===== config.mk =====
export PLATFORM = sky130hd
export DESIGN_NAME = execute_alu_dispatcher
export DESIGN_NICKNAME = d
export VERILOG_FILES = /design/src/rtl/execute_alu_dispatcher_pkg.sv /design/src/rtl/execute_alu_dispatcher_rr_free_select.sv /design/src/rtl/execute_alu_dispatcher.sv
export SDC_FILE = /design/constraint.sdc
export NUM_CORES = 1
export LEC_CHECK = 0
export CAP_MARGIN = 30
export CORE_ASPECT_RATIO = 1.75
export CORE_UTILIZATION = 35
export CTS_CLUSTER_SIZE = 25
export DETAILED_ROUTE_END_ITERATION = 10
export GPL_TIMING_DRIVEN = 1
export PLACE_DENSITY = 0.82
export SLEW_MARGIN = 10
export SYNTH_ARGS = -nofsm -noshare
export SYNTH_HDL_FRONTEND = slang
export SYNTH_SLANG_ARGS = --single-unit

===== constraint.sdc =====
create_clock -name clk -period 1.4 [get_ports clk]
set_input_delay 0.28 -clock clk [delete_from_list [all_inputs] [get_ports clk]]
set_output_delay 0.28 -clock clk [all_outputs]
set_load 0.02 [all_outputs]

===== src/rtl/execute_alu_dispatcher_pkg.sv =====
// Shared types and defaults for the execute-stage ALU dispatcher slice.
// Holds the issue/commit packet layouts and the default ALU unit count and FIFO depth.
package execute_alu_dispatcher_pkg;

  localparam int ALU_UNIT_NUM   = 2;
  localparam int ALU_FIFO_DEPTH = 4;

  typedef struct packed {
    logic        valid;
    logic        exception;
    logic [3:0]  op;
    logic [4:0]  rd;
    logic [15:0] imm;
    logic [15:0] pc;
  } issue_execute_pack_t;

  typedef struct packed {
    logic        enable;
    logic        flush;
    logic [15:0] redirect_pc;
  } commit_feedback_pack_t;

  // Increment modulo n without needing n to be a power of two.
  function automatic int wrap_inc(input int v, input int n);
    return (v + 1 >= n) ? 0 : v + 1;
  endfunction

endpackage


===== src/rtl/execute_alu_dispatcher_rr_free_select.sv =====
// Round-robin first-free picker: starting at 'start', returns the first set bit of 'free'.
// Kept generic so other dispatchers (BRU/LSU) can reuse it.
module rr_free_select #(
  parameter int N     = 2,
  parameter int IDX_W = (N > 1) ? $clog2(N) : 1
) (
  input  logic [IDX_W-1:0] start,
  input  logic [N-1:0]     free,
  output logic [N-1:0]     sel_onehot,
  output logic [IDX_W-1:0] sel_idx,
  output logic             any
);

  // Scan from the far end backwards so the last hit written is the nearest to start.
  always_comb begin
    int idx;
    idx        = 0;
    sel_idx    = '0;
    any        = 1'b0;
    for (int k = N - 1; k >= 0; k--) begin
      idx = int'(start) + k;
      if (idx >= N) idx = idx - N;
      if (free[idx]) begin
        sel_idx = IDX_W'(idx);
        any     = 1'b1;
      end
    end
    sel_onehot = any ? (N'(1) << sel_idx) : '0;
  end

endmodule


===== src/rtl/execute_alu_dispatcher.sv =====
// Routes one issued instruction per cycle round-robin to ALU FIFOs with free credit.
// Credits are taken at accept time and returned by each unit's pop strobe.
module execute_alu_dispatcher
  import execute_alu_dispatcher_pkg::*;
#(
  parameter int ALU_NUM    = ALU_UNIT_NUM,
  parameter int FIFO_DEPTH = ALU_FIFO_DEPTH,
  parameter int CNT_W      = $clog2(FIFO_DEPTH + 1)
) (
  input  logic                       clk,
  input  logic                       rst,
  input  issue_execute_pack_t        issue_data,
  input  logic                       issue_valid,
  output logic                       issue_ready,
  output issue_execute_pack_t        alu_fifo_data_in,
  output logic [ALU_NUM-1:0]         alu_fifo_push,
  input  logic [ALU_NUM-1:0]         alu_fifo_pop,
  output logic [ALU_NUM*CNT_W-1:0]   alu_fifo_occupancy,
  input  commit_feedback_pack_t      commit_feedback_pack,
  output logic                       credit_error
);

  localparam int IDX_W = (ALU_NUM > 1) ? $clog2(ALU_NUM) : 1;

  logic [CNT_W-1:0]   occ_reg [ALU_NUM];
  logic [ALU_NUM-1:0] free_vec;
  logic [ALU_NUM-1:0] sel_onehot;
  logic [ALU_NUM-1:0] credit_err_vec;
  logic [IDX_W-1:0]   rr_ptr_reg;
  logic [IDX_W-1:0]   rr_ptr_next;
  logic [IDX_W-1:0]   sel_idx;
  logic               any_free;
  logic               flush;
  logic               accept;

  assign flush = commit_feedback_pack.enable && commit_feedback_pack.flush;

  rr_free_select #(
    .N     (ALU_NUM),
    .IDX_W (IDX_W)
  ) u_rr_free_select (
    .start      (rr_ptr_reg),
    .free       (free_vec),
    .sel_onehot (sel_onehot),
    .sel_idx    (sel_idx),
    .any        (any_free)
  );

  assign issue_ready = any_free && !flush;
  assign accept      = issue_valid && issue_ready;
  assign rr_ptr_next = IDX_W'(wrap_inc(int'(sel_idx), ALU_NUM));

  generate
    for (genvar gi = 0; gi < ALU_NUM; gi++) begin : g_unit
      logic inc;
      logic dec;

      assign inc = accept && sel_onehot[gi];
      // The FIFOs clear themselves on flush, so a pop in that cycle carries no credit.
      assign dec = alu_fifo_pop[gi] && !flush;

      assign free_vec[gi] = occ_reg[gi] < CNT_W'(FIFO_DEPTH);
      assign credit_err_vec[gi] = (dec && !inc && occ_reg[gi] == '0) ||
                                  (inc && !dec && occ_reg[gi] == CNT_W'(FIFO_DEPTH));
      assign alu_fifo_occupancy[gi*CNT_W +: CNT_W] = occ_reg[gi];

      always_ff @(posedge clk) begin
        if (!rst) begin
          occ_reg[gi] <= '0;
        end else if (flush) begin
          occ_reg[gi] <= '0;
        end else if (inc && !dec) begin
          occ_reg[gi] <= occ_reg[gi] + 1'b1;
        end else if (dec && !inc && occ_reg[gi] != '0) begin
          occ_reg[gi] <= occ_reg[gi] - 1'b1;
        end
      end
    end
  endgenerate

  // A flush forces issue_ready low, so no accept means the pending push is dropped too.
  always_ff @(posedge clk) begin
    if (!rst) begin
      alu_fifo_push    <= '0;
      alu_fifo_data_in <= '0;
      rr_ptr_reg       <= '0;
      credit_error     <= 1'b0;
    end else begin
      alu_fifo_push <= accept ? sel_onehot : '0;
      if (accept) begin
        alu_fifo_data_in <= issue_data;
        rr_ptr_reg       <= rr_ptr_next;
      end
      if (|credit_err_vec) credit_error <= 1'b1;
    end
  end

endmodule

==> impl_results.md <==
* CTS Buffer Depth at 2
* Cell variety after synth at 39
* Total clock sinks at 53
* Input/output buffers at 102
* Setup crit start kind: flop
* Maximum vdd drop at 0.000755 V
* CP max FO at 4
* Tot GR Track Use at 21.4%
* Synth Area per Inst at 8.91 µm²
* Placed Area at 3530 µm²
* Final Setup Violations at 58
* Synthesized flop and latch total at 53
* Synth Area in XOR/XNOR at 0.393%
* Setup WS pre-CTS at -490 ps
* Routed Antenna Nets at 0
* Post-synthesis sequential area ratio at 50.3%
* Fmax at 634 MHz
* Critical path buffers and inverters at 1
* FF-to-FF path depth at 5
* Die area at 6700 µm²
* R2r endpoint: occ_reg[0][2]
* P per Cell Area at 916 nW/µm²
* Crit path to: occ_reg[0][2]
* Grt ovf at 0
* Post-detail-place hpwl at 4440 µm
* Total stage count of the critical path at 5
* Net Count, Synth at 322
* Synth Area in Compound Gates at 19.7%
* RSZ-0062 raised after global routing: yes
* Vias at 2355
* Tcrit/Tclk final at 113%
* R2R Setup Slk at -180 ps
* Largest net degree at the start of global routing at 29
* Max-cap violation count at 0
* Fin crit period at 1580 ps
* Worst min-delay path class: flop to flop
* CTS root buffer: clkbuf_8
* DR pass1 iterations at 4
* Worst Setup Path Type: flop to flop
* Design Area, Final at 4350 µm²
* Global-route wire length before repair at 11000 µm
* Drc violations at 0
* Die extent in y at 108 µm
* Layout cell share with drive strength beyond 1 at 43.2%
* I/O pin total at 119
* Adder-cell area share of the yosys netlist at 3.37%
* Vias in the first global route at 2318
* Ys Warns at 0
* Synth Cell Area at 2230 µm²
* Vias per std cell at 5.00
* Core ar. at 6180 µm²
* Sequence of cells on the critical path: buf_6, and2b_4, nor4_4, and4_1, a31o_2
* Slowest CP cell: edfxtp_1
* Worst R2R Start: occ_reg[1][2]
* Area growth from synthesis to layout at 95.1%
* Routability congestion estimate from global placement at 0.833
* Initial antenna violation count at 0
* Ant. Diodes at 0
* Setup crit start: occ_reg[1][2]
* Status: finished, violations left
* Die span in x at 62.3 µm
* Htree depth at 2
* Iter 0 DRT Violations at 66
* Fin. Hold Viols at 0
* Data required time of the worst path at 1580 ps
* Kind of cell with the highest combined delay on the critical path: simple AND/OR/NAND/NOR gates
* Lkg Pwr at 1.95 nW
* CTS tree: yes
* Clk slew on worst S/H paths at 90 ps
* Initial Util at 36.1%
* Clock insertion delay at the later pin of the skew report at 300 ps
* # rows at 38
* Arrival @ worst endpoint at 1760 ps
* Number of flip-flops in the largest register at 43
* Max stage delay on crit path at 440 ps
* Combinational family with the most area after synthesis: simple AND/OR/NAND/NOR gates
* Final wirelength at 7690 µm
* Setup crit end kind: flop
* Number of nets in the layout at 464
* Worst Max-Slew Pin Slew at 460 ps
* Mux cell area share after synthesis at 0.449%
* Drt wl/cell at 16.3 µm
* Hold Slack at 456 ps
* Failing checks: negative setup slack
* CTS Buf Count at 5
* Relative slew slack at 69.3%
* Slew Viols, Final at 0
* Post-Synth Simple-Gate Area at 19.9%
* Final setup margin at -177 ps
* Mapped Cells at 250
* Max Clock Skew at 1.21 ps
## power by group
part           leakage, nW  switching (W)  total [W]  internal [W]
clock               0.0399       0.000476   0.000806      0.000331
combinational         1.46       0.000713    0.00144      0.000725
sequential           0.452      0.0000831    0.00174       0.00165
total                 1.95        0.00127    0.00398       0.00271
## stage by stage
step	power, W	std cells	setup TNS (ps)	utilization (%)
finish	0.00398	471	-5600	70.3
global route	0.00414	471	-7880	70.3
CTS	0.00382	469	-4430	64.1
detailed placement	0.00284	443	-24000	57.1
global placement	0.00282	443	-21860	57.1
floorplan	0.00229	250	-1380	-
## worst register-to-register path: cells and delay by family (launching register included)
kind                   cells  cell delay, ps
AND/OR/NAND/NOR            3             780
AO/OA/AOI/OAI              1             100
flip-flops                 1             440
buffers and inverters      1             130
## per-layer routing
| metal | global-route usage, % | part of all wire [%] |
|---|---|---|
| met2 | 44.2 | 61 |
| met3 | 3.28 | 2.9 |
| met5 | 0 | 0 |
| met4 | 7.64 | 3.2 |
| met1 | 20.7 | 33 |
## cell usage in the layout, fill, tap and decap left out, types with 2 or more instances in the layout
| master | instances |
|---|---|
| dfxtp_1 | 47 |
| nand2_4 | 32 |
| nand2_2 | 17 |
| inv_1 | 6 |
| edfxtp_1 | 6 |
| a21oi_1 | 2 |
| a21oi_2 | 45 |
| dlygate4sd2_1 | 51 |
| nand2_1 | 41 |
| ha_1 | 5 |
| clkbuf_8 | 5 |
| clkdlybuf4s50_1 | 46 |
| buf_12 | 11 |
| clkinv_2 | 2 |
| buf_16 | 3 |
| clkbuf_16 | 2 |
| buf_6 | 12 |
| buf_4 | 21 |
| nand3_1 | 2 |
## what timing repair did
action / CTS / global route
hold buffers: 0 / 0
endpoints found under the setup margin: 110 / 63
setup buffers: 16 / 5
cloned: 6 / 2
resized for setup: 102 / 116
pin swaps: 26 / 64
## cells by family after synthesis
logic type	after synthesis
AO/OA/AOI/OAI	62
XOR/XNOR	1
adder cells (fa/ha/maj)	6
buffers and inverters	23
flip-flops	53
multiplexers	1
AND/OR/NAND/NOR	104
## cell type report
type / count / area, µm²
fill: 467 / 1830
timing repair buffer: 149 / 1570
multi-input combinational: 174 / 1430
sequential: 53 / 1120
tap: 80 / 100
clock buffer: 5 / 68.8
inverter: 9 / 46.3
clock inverter: 1 / 5.00
## synth_stat cells
cell,instances,area (µm²)
a22oi_1,1,7.51
o211ai_1,1,7.51
and2_1,1,6.26
nand3b_1,1,7.51
nand2_1,90,338
nor4_1,1,6.26
o211ai_4,1,21.3
inv_1,8,30.0
and4_1,1,8.76
nor2_1,1,3.75
a21oi_2,10,87.6
o32ai_1,1,8.76
buf_1,1,3.75
o21ai_0,1,5.00
a41oi_1,1,8.76
nor3_1,2,10.0
or3_4,1,11.3
inv_2,1,3.75
a31o_2,1,8.76
a21oi_4,1,16.3
buf_6,5,56.3
a21oi_1,37,185
o22ai_1,2,12.5
clkbuf_1,3,11.3
nor4_4,1,21.3
ha_1,6,75.1
xnor2_1,1,8.76
a21bo_4,1,16.3
nand3_1,3,15.0
o21ai_4,1,16.3
nand2b_1,1,6.26
mux2i_1,1,10.0
o211a_1,1,10.0
buf_2,5,25.0
dfxtp_1,47,941
and2b_4,1,10.0
edfxtp_1,6,180
o31a_1,1,8.76
a21boi_4,1,18.8
## worst min path at each step
stage | start | to | slack, ps | cells after the start
global route | alu_fifo_data_in[12] | alu_fifo_data_in[12] | 480 | 2
floorplan | rst | rr_ptr_reg | 410 | 1
CTS | alu_fifo_data_in[13] | alu_fifo_data_in[13] | 450 | 2
detailed placement | alu_fifo_data_in[13] | alu_fifo_data_in[13] | 450 | 2
finish | alu_fifo_data_in[41] | alu_fifo_data_in[41] | 460 | 2
global placement | alu_fifo_data_in[1] | alu_fifo_data_in[1] | 440 | 2
(Power assumes the default switching activity.)
